[src/rtl/muldiv_seq.sv]
`default_nettype none
// +----------------------------------------------------------------------------+
// | Module      : muldiv_seq                                                   |
// | Description : Multi-cycle M-extension sequencer (MUL/MULH/MULHSU/MULHU,    |
// |               REM/REMU). Radix-2 shift-add multiply, restoring divide.     |
// |               Optional build macro MULDIV_EARLY_OUT_EN adds zero-operand   |
// |               and REMU small-dividend short-cuts.                          |
// | Revision    : 1.0  initial release                                         |
// +----------------------------------------------------------------------------+
module muldiv_seq #(
    parameter int WIDTH = 32,
    parameter int CNT_W = $clog2(WIDTH) + 1
) (
    input  logic             clk,
    input  logic             rst_n,
    input  logic             start_i,
    input  logic [4:0]       alu_op_i,
    input  logic [WIDTH-1:0] rs1_i,
    input  logic [WIDTH-1:0] rs2_i,
    input  logic             flush_i,
    output logic             stall_o,
    output logic             done_o,
    output logic [WIDTH-1:0] result_o,
    output logic             busy_o
);

    localparam logic [4:0] c_ALU_MUL    = 5'b00110;
    localparam logic [4:0] c_ALU_MULH   = 5'b00111;
    localparam logic [4:0] c_ALU_MULHSU = 5'b01000;
    localparam logic [4:0] c_ALU_MULHU  = 5'b01001;
    localparam logic [4:0] c_ALU_REM    = 5'b01010;
    localparam logic [4:0] c_ALU_REMU   = 5'b01011;

    localparam logic [WIDTH-1:0]   c_ONE    = WIDTH'(1);
    localparam logic [2*WIDTH-1:0] c_ONE2   = (2*WIDTH)'(1);
    localparam logic [CNT_W-1:0]   c_LAST   = CNT_W'(WIDTH - 1);
    localparam logic [CNT_W-1:0]   c_CNT_1  = CNT_W'(1);

    typedef enum logic [1:0] {
        S_IDLE = 2'd0,
        S_BUSY = 2'd1,
        S_FIN  = 2'd2,
        S_DONE = 2'd3
    } state_t;

    state_t               r_state;
    state_t               w_next_state;
    logic [CNT_W-1:0]     r_cnt;
    logic [4:0]           r_op;
    logic                 r_neg;
    logic [2*WIDTH-1:0]   r_acc;
    logic [WIDTH-1:0]     r_opnd;
    logic [WIDTH-1:0]     r_rem;
    logic [WIDTH-1:0]     r_result;

    logic                 w_is_md;
    logic                 w_accept;
    logic                 w_in_rem;
    logic                 w_div0;
    logic                 w_early;
    logic                 w_short;
    logic                 w_sa;
    logic                 w_sb;
    logic [WIDTH-1:0]     w_mag_a;
    logic [WIDTH-1:0]     w_mag_b;
    logic                 w_r_is_rem;
    logic [WIDTH:0]       w_mul_sum;
    logic [WIDTH:0]       w_div_trial;
    logic [WIDTH:0]       w_div_diff;
    logic                 w_div_borrow;
    logic [2*WIDTH-1:0]   w_prod;
    logic [WIDTH-1:0]     w_fin_res;

    assign w_is_md  = (alu_op_i >= c_ALU_MUL) && (alu_op_i <= c_ALU_REMU);
    assign w_accept = start_i && w_is_md && !flush_i;
    assign w_in_rem = (alu_op_i == c_ALU_REM) || (alu_op_i == c_ALU_REMU);
    assign w_div0   = w_in_rem && (rs2_i == '0);

`ifdef MULDIV_EARLY_OUT_EN
    assign w_early  = (!w_in_rem && ((rs1_i == '0) || (rs2_i == '0)))
                   || ((alu_op_i == c_ALU_REMU) && (rs1_i < rs2_i));
`else
    assign w_early  = 1'b0;
`endif
    assign w_short  = w_div0 || w_early;

    assign w_sa = rs1_i[WIDTH-1] && ((alu_op_i == c_ALU_MULH) || (alu_op_i == c_ALU_MULHSU)
                                  || (alu_op_i == c_ALU_REM));
    assign w_sb = rs2_i[WIDTH-1] && ((alu_op_i == c_ALU_MULH) || (alu_op_i == c_ALU_REM));
    assign w_mag_a = w_sa ? (~rs1_i + c_ONE) : rs1_i;
    assign w_mag_b = w_sb ? (~rs2_i + c_ONE) : rs2_i;

    // Divide keeps the dividend in the low half of r_acc and the divisor in r_opnd.
    assign w_r_is_rem   = (r_op == c_ALU_REM) || (r_op == c_ALU_REMU);
    assign w_mul_sum    = {1'b0, r_acc[2*WIDTH-1:WIDTH]} + {1'b0, (r_acc[0] ? r_opnd : '0)};
    assign w_div_trial  = {r_rem, r_acc[WIDTH-1]};
    assign w_div_diff   = w_div_trial - {1'b0, r_opnd};
    // Trial can exceed WIDTH bits only when it is already above the divisor.
    assign w_div_borrow = !w_div_trial[WIDTH] && w_div_diff[WIDTH];

    assign w_prod    = r_neg ? (~r_acc + c_ONE2) : r_acc;
    assign w_fin_res = w_r_is_rem      ? (r_neg ? (~r_rem + c_ONE) : r_rem) :
                       (r_op == c_ALU_MUL) ? w_prod[WIDTH-1:0] : w_prod[2*WIDTH-1:WIDTH];

    always_ff @(posedge clk or negedge rst_n) begin
        if (!rst_n) begin
            r_state <= S_IDLE;
        end else begin
            r_state <= w_next_state;
        end
    end

    always_comb begin
        w_next_state = r_state;
        stall_o      = 1'b0;
        done_o       = 1'b0;
        case (r_state)
            S_IDLE: begin
                if (w_accept) begin
                    stall_o      = 1'b1;
                    w_next_state = w_short ? S_DONE : S_BUSY;
                end
            end
            S_BUSY: begin
                stall_o = 1'b1;
                if (r_cnt == c_LAST) begin
                    w_next_state = S_FIN;
                end
            end
            S_FIN: begin
                stall_o      = 1'b1;
                w_next_state = S_DONE;
            end
            S_DONE: begin
                done_o       = !flush_i;
                w_next_state = S_IDLE;
            end
            default: w_next_state = S_IDLE;
        endcase
        if (flush_i) begin
            w_next_state = S_IDLE;
        end
    end

    always_ff @(posedge clk or negedge rst_n) begin
        if (!rst_n) begin
            r_cnt    <= '0;
            r_op     <= '0;
            r_neg    <= 1'b0;
            r_acc    <= '0;
            r_opnd   <= '0;
            r_rem    <= '0;
            r_result <= '0;
        end else begin
            case (r_state)
                S_IDLE: begin
                    if (w_accept) begin
                        r_op   <= alu_op_i;
                        r_neg  <= w_in_rem ? w_sa : (w_sa ^ w_sb);
                        r_cnt  <= '0;
                        r_rem  <= '0;
                        r_acc  <= {{WIDTH{1'b0}}, (w_in_rem ? w_mag_a : w_mag_b)};
                        r_opnd <= w_in_rem ? w_mag_b : w_mag_a;
                        // Short-cut results: remainder passes rs1 through, multiply gives 0.
                        if (w_short) begin
                            r_result <= w_in_rem ? rs1_i : '0;
                        end
                    end
                end
                S_BUSY: begin
                    r_cnt <= r_cnt + c_CNT_1;
                    if (w_r_is_rem) begin
                        r_rem <= w_div_borrow ? w_div_trial[WIDTH-1:0] : w_div_diff[WIDTH-1:0];
                        r_acc <= {r_acc[2*WIDTH-2:0], 1'b0};
                    end else begin
                        r_acc <= {w_mul_sum, r_acc[WIDTH-1:1]};
                    end
                end
                S_FIN: begin
                    if (!flush_i) begin
                        r_result <= w_fin_res;
                    end
                end
                default: ;
            endcase
        end
    end

    assign result_o = r_result;
    assign busy_o   = (r_state != S_IDLE);

endmodule
`default_nettype wire

[config.mk]
export PLATFORM = sky130hd
export DESIGN_NAME = muldiv_seq
export DESIGN_NICKNAME = d
export VERILOG_FILES = /design/src/rtl/muldiv_seq.sv
export SDC_FILE = /design/constraint.sdc
export NUM_CORES = 1
export LEC_CHECK = 0
export CAP_MARGIN = 20
export CORE_MARGIN = 2
export CORE_UTILIZATION = 45
export DETAILED_ROUTE_END_ITERATION = 16
export HOLD_SLACK_MARGIN = 0.06
export PLACE_DENSITY = 0.68
export SLEW_MARGIN = 20
export SYNTH_ARGS = -nofsm -noshare
export SYNTH_HDL_FRONTEND = slang
export SYNTH_SLANG_ARGS = --single-unit
[constraint.sdc]
create_clock -name clk -period 3.9 [get_ports clk]
set_clock_uncertainty 0.05 [all_clocks]
set_input_delay 0.585 -clock clk [delete_from_list [all_inputs] [get_ports clk]]
set_output_delay 0.585 -clock clk [all_outputs]
set_load 0.03 [all_outputs]
=== After elaboration in Yosys (flattened, before gate mapping) ===
Cells that the tools add are included.

* $lt $le $gt $ge: 2
* Bitwise operators: 5
* $add $sub $neg: 7
* Mux-type cells: 32
* Eq/ne operators: 17
* Reduce and logical (&&, ||, !) cells: 25

{| class="wikitable"
|+ Operators by type and width
! operator !! number
|-
| 32-bit two-way mux || 15
|-
| 64-bit two-way mux || 3
|-
| 32-bit one-hot mux with 2 select lines || 2
|-
| 64-bit one-hot mux with 2 select lines || 1
|-
| 32-bit by 1-bit adder with 32-bit output, second input constant || 3
|-
| 32-bit NOT || 3
|-
| 64-bit by 1-bit adder with 64-bit output, second input constant || 1
|-
| 64-bit NOT || 1
|-
| 32-bit by 32-bit adder with 33-bit output || 1
|-
| 33-bit by 32-bit subtractor with 33-bit output || 1
|-
| 32-bit zero test || 1
|-
| 5-bit by 4-bit equality test with 1-bit output, second input constant || 5
|-
| 6-bit one-hot mux with 2 select lines || 1
|-
| 5-bit by 3-bit equality test with 1-bit output, second input constant || 2
|-
| 2-bit two-way mux || 4
|-
| 2-bit inequality test, second input constant || 4
|-
| 2-bit one-hot mux with 4 select lines || 1
|-
| 1-bit logical AND || 7
|-
| 6-bit by 1-bit adder with 6-bit output, second input constant || 1
|-
| 6-bit by 5-bit equality test with 1-bit output, second input constant || 1
|-
| 6-bit two-way mux || 1
|-
| 3-bit inequality test, second input constant || 2
|-
| 2-bit AND reduction || 3
|-
| 2-bit nonzero test || 3
|-
| other kinds (13) || 21
|}

* Output and inout port bits: 35
* Flip-flop bits (word level): 174

=== Logic depth before layout (Yosys ltp) ===
* Word-level depth: 8
* Gate-level depth with buffers: 14

=== Worst setup path after synthesis ===
OpenSTA, ideal clock, no wires.

* Path kind: register to register
* From: register r_acc[27]
* To: register r_result[27], in the netlist result_o[27]
* Period minus slack after synthesis: 3.318 ns
* Stages on the path, launching flop included: 11
* Setup time: 0.128 ns
* Required time: 3.722 ns
* Path slack: 0.582 ns
* Path buffers: 1
* Arrival: 3.141 ns
* Path through: dfrtp_1 -> or4_4 -> or4_4 -> or3_2 -> buf_2 -> or3_4 -> o21ai_0 -> xor2_1 -> o21ai_0 -> a221oi_1 -> nor3_1

* Cells in the longest elaborated chain, start to end: 7

{| class="wikitable"
|+ RTL lines
! what !! RTL line !! source
|-
| start, declared || 51 || <nowiki>logic [2*WIDTH-1:0] r_acc;</nowiki>
|-
| start signal, assigned || 162 || <nowiki>r_acc <= {{WIDTH{1'b0}}, (w_in_rem ? w_mag_a : w_mag_b)};</nowiki>
|-
| start signal, assigned || 174 || <nowiki>r_acc <= {r_acc[2*WIDTH-2:0], 1'b0};</nowiki>
|-
| start signal, assigned || 176 || <nowiki>r_acc <= {w_mul_sum, r_acc[WIDTH-1:1]};</nowiki>
|-
| 64-bit NOT || 101 || <nowiki>assign w_prod = r_neg ? (~r_acc + c_ONE2) : r_acc;</nowiki>
|-
| 64-bit by 1-bit adder with 64-bit output || 101 ||
|-
| 64-bit two-way mux * || 101 ||
|-
| 32-bit two-way mux * || 103 || <nowiki>(r_op == c_ALU_MUL) ? w_prod[WIDTH-1:0] : w_prod[2*WIDTH-1:WIDTH];</nowiki>
|-
| 32-bit two-way mux * || 102 || <nowiki>assign w_fin_res = w_r_is_rem ? (r_neg ? (~r_rem + c_ONE) : r_rem) :</nowiki>
|-
| 32-bit two-way mux * || 180 || <nowiki>if (!flush_i) begin</nowiki>
|-
| 32-bit one-hot mux with 2 select lines * || 155 || <nowiki>case (r_state)</nowiki>
|-
| end signal, assigned || 166 || <nowiki>r_result <= w_in_rem ? rs1_i : '0;</nowiki>
|-
| end signal, assigned || 181 || <nowiki>r_result <= w_fin_res;</nowiki>
|-
| end, declared || 54 || <nowiki>logic [WIDTH-1:0] r_result;</nowiki>
|}

Every way passes the cells marked *; elsewhere a longest branch is shown, timed or not. The select of a mux whose other input is x is not followed.
A chain may end at the register's enable or synchronous reset.

=== Worst setup path in the final report ===
* From: register r_acc[26]
* To: register r_result[26], in the netlist result_o[26]

Same word-level chain as after synthesis.

==> qor.txt <==
Finished Core Util = 52.9%
post-CTS sizing = 0
TritonRoute pass-1 iters = 6
Slew HR = 44.3%
Synthesized Nets = 2208
Crit. End Element = flop
CP startpoint = r_acc[26]
Clock Sinks = 174
mean routed wirelength per cell = 25.6 um
DR iter-0 viols = 1999
Port-buffer cells = 107
sequential area share after synthesis = 27.3%
Initial Utilization = 45.4%
Die X = 192 um
Final WS setup = 178 ps
Post-route DRC = 0
vias per cell = 6.56
gr ovfl total = 0
RePlAce Congestion = 1.04
WP data arrival = 4040 ps
Final Cycle Share = 95.4%
first-pass GRT wire length = 100000 um
Synth top area share = 27.3%
largest net degree at the start of global routing = 71
CP Class = reg2reg
RSZ-0062 raised after global routing = no
area delta synth->final = 16.7%
Routed Antenna Nets = 0
CTS Buffer Depth = 2
placed instance count = 2609
Post-DP HPWL = 53200 um
Max H-tree Level = 4
Syn Area/Cell = 7.76 sq um
hold buffers post-CTS = 0
Setup Buffers After CTS = 0
CP required = 4210 ps
post-place setup slack = -66.3 ps
Final Slew Violations = 0
largest area contributor in the synthesized netlist = dfrtp_1
routed vias = 17300
sum of negative setup slack = 0 ps
initial antenna violation count = 8
Root Driver = clkbuf_16
Final Routed Wirelength = 67700 um
top post-synthesis cells by area = dfrtp_1 27%, o21ai_0 6.8%, ha_1 5.8%
Final min period = 3720 ps
Worst-path clk slew = 80 ps
Worst-Skew Late Latency = 470 ps
min-delay worst type = in2async
Worst Max-Slew Pin Slew = 835 ps
Setup Viol. Count Final = 0
CTS tree = yes
worst vdd ir = 0.477 mV
core box area = 35200 sq um
Synth Warn # = 0
I/O Pins = 108
Rows = 69
Post-Syn Area = 16000 sq um
Finished Layout Cells = 2642
Storage cell area = 4360 sq um
Yosys cell types = 79
number of global-route vias before repair = 15800
Leak Pwr = 7.71 nW
Power Density = 619 nW/um^2
cts bufs inserted = 17
post-synthesis cell count = 2059
number of flops mapped to enable cells by yosys = 0
footprint of the multi-input gates = 10900 sq um
register bit count reported by yosys = 174
final hold vios = 0
fill count = 3430
worst-path fanout max = 8
status = complete, no violations
Max Fclk = 269 MHz
Pwr Total = 0.0115 W
nets = 2316
Worst setup SP type = flop
Die Y = 192 um
share of cells above drive strength 1 = 8.99%
fraction of registers with async set/reset = 100%
ys flop type = dfrtp_1
die area = 37000 sq um
max_cap viols = 0
Total GRT Usage = 36.6%
reg2reg start = r_acc[26]
## cells in the mapped netlist (all sizes together) (15+ instances only)
library cell    n
a32oi          17
o21ai         221
nor2          181
nand2b         17
a221o          25
ha             74
buf            25
a21oi         136
nand4          17
or3            21
a22oi          24
or4            23
nand2         209
inv            61
mux2i          39
nor4           29
o31ai          52
or2            16
a21o           31
clkbuf        108
o41ai          17
a211oi         24
nand3          53
o211ai         28
nor3           72
xnor2          91
xor2           94
dfrtp         174
and3           15
## power by group
part           internal (W)  switching [W]  leakage [nW]  total [W]
clock network      0.000957       0.000860         0.284    0.00182
logic               0.00235        0.00415          5.16    0.00650
registers           0.00239       0.000822          2.27    0.00321
## flip-flops by register name, summed over array words and instances (netlist names)
register	flops
r_op	5
r_cnt	6
r_rem	32
r_neg	1
result_o	32
r_acc	64
r_state	2
r_opnd	32
## per-stage QoR
stage / instance area (sq um) / hold slack (ps)
floorplan: 16000 / 239
CTS: 18600 / 134
finish: 18600 / 98.3
global route: 18600 / 147
global placement: 18000 / 401
detailed placement: 18000 / 417
## cells by family (layout without fill, tap and decap cells)
family / after synthesis / in the layout / share of synthesized area (%)
and+or+nand+nor: 692 / 692 / 20.7
muxes: 43 / 43 / 2.73
buffers and inverters: 197 / 318 / 5.13
xor gates and xnor gates: 185 / 185 / 10.1
other: 0 / 1 / 0
adders and majority gates: 76 / 76 / 6.05
AOI/OAI and AO/OA: 692 / 692 / 28.0
DFF: 174 / 174 / 27.3
## critical path, cell delays in order, from the launching register on
cell and delay [ps]:
dfrtp_1 490, or4_4 600, or4_4 580, or3_1 520
nor4_1 430, buf_4 190, mux2i_1 70, o211ai_1 90
o21ai_0 240, a221oi_1 300, nor2_1 60
## layout by cell type (no fill, tap or decap), types with 27 or more instances in the layout
cell type and n:
ha_1 74, nand3_1 53, a21o_1 31, nor3_1 70, clkdlybuf4s50_1 105, xnor2_1 91, buf_4 110, nor2_1 178
dfrtp_1 173, o31ai_1 52, mux2i_1 39, a21oi_1 134, o21ai_0 217, nor4_1 27, o211ai_1 28, xor2_1 94
inv_1 60, nand2_1 209
## cell type report
class / instances / area share (%)
Sequential cell: 174 / 23.4
Clock buffer: 18 / 2.30
Antenna cell: 1 / 0.0134
Clock inverter: 14 / 0.846
Tap cell: 461 / 3.09
Multi-Input combinational cell: 1688 / 58.2
Timing Repair Buffer: 223 / 10.9
Inverter: 63 / 1.27
## worst paths after layout
kind / to / slack [ps] / cells past startpoint
max: result_o[26] / 180 / 10
min: r_opnd[4] / 100 / 1
max reg2reg: result_o[26] / 180 / 10
min reg2reg: r_op[1] / 430 / 2
max in group asynchronous: r_acc[58] / 2790 / 2
min in group clk: r_op[1] / 430 / 2
## layer usage
layer | part of all wire, % | wire [um] | GRT usage, %
met1 | 42 | 28300 | 50.4
met2 | 42 | 28300 | 52.5
met3 | 11 | 7110 | 9.49
met4 | 5.8 | 3950 | 18.8
met5 | 0.069 | 47 | 0
Power figures use the tool's default switching activity.
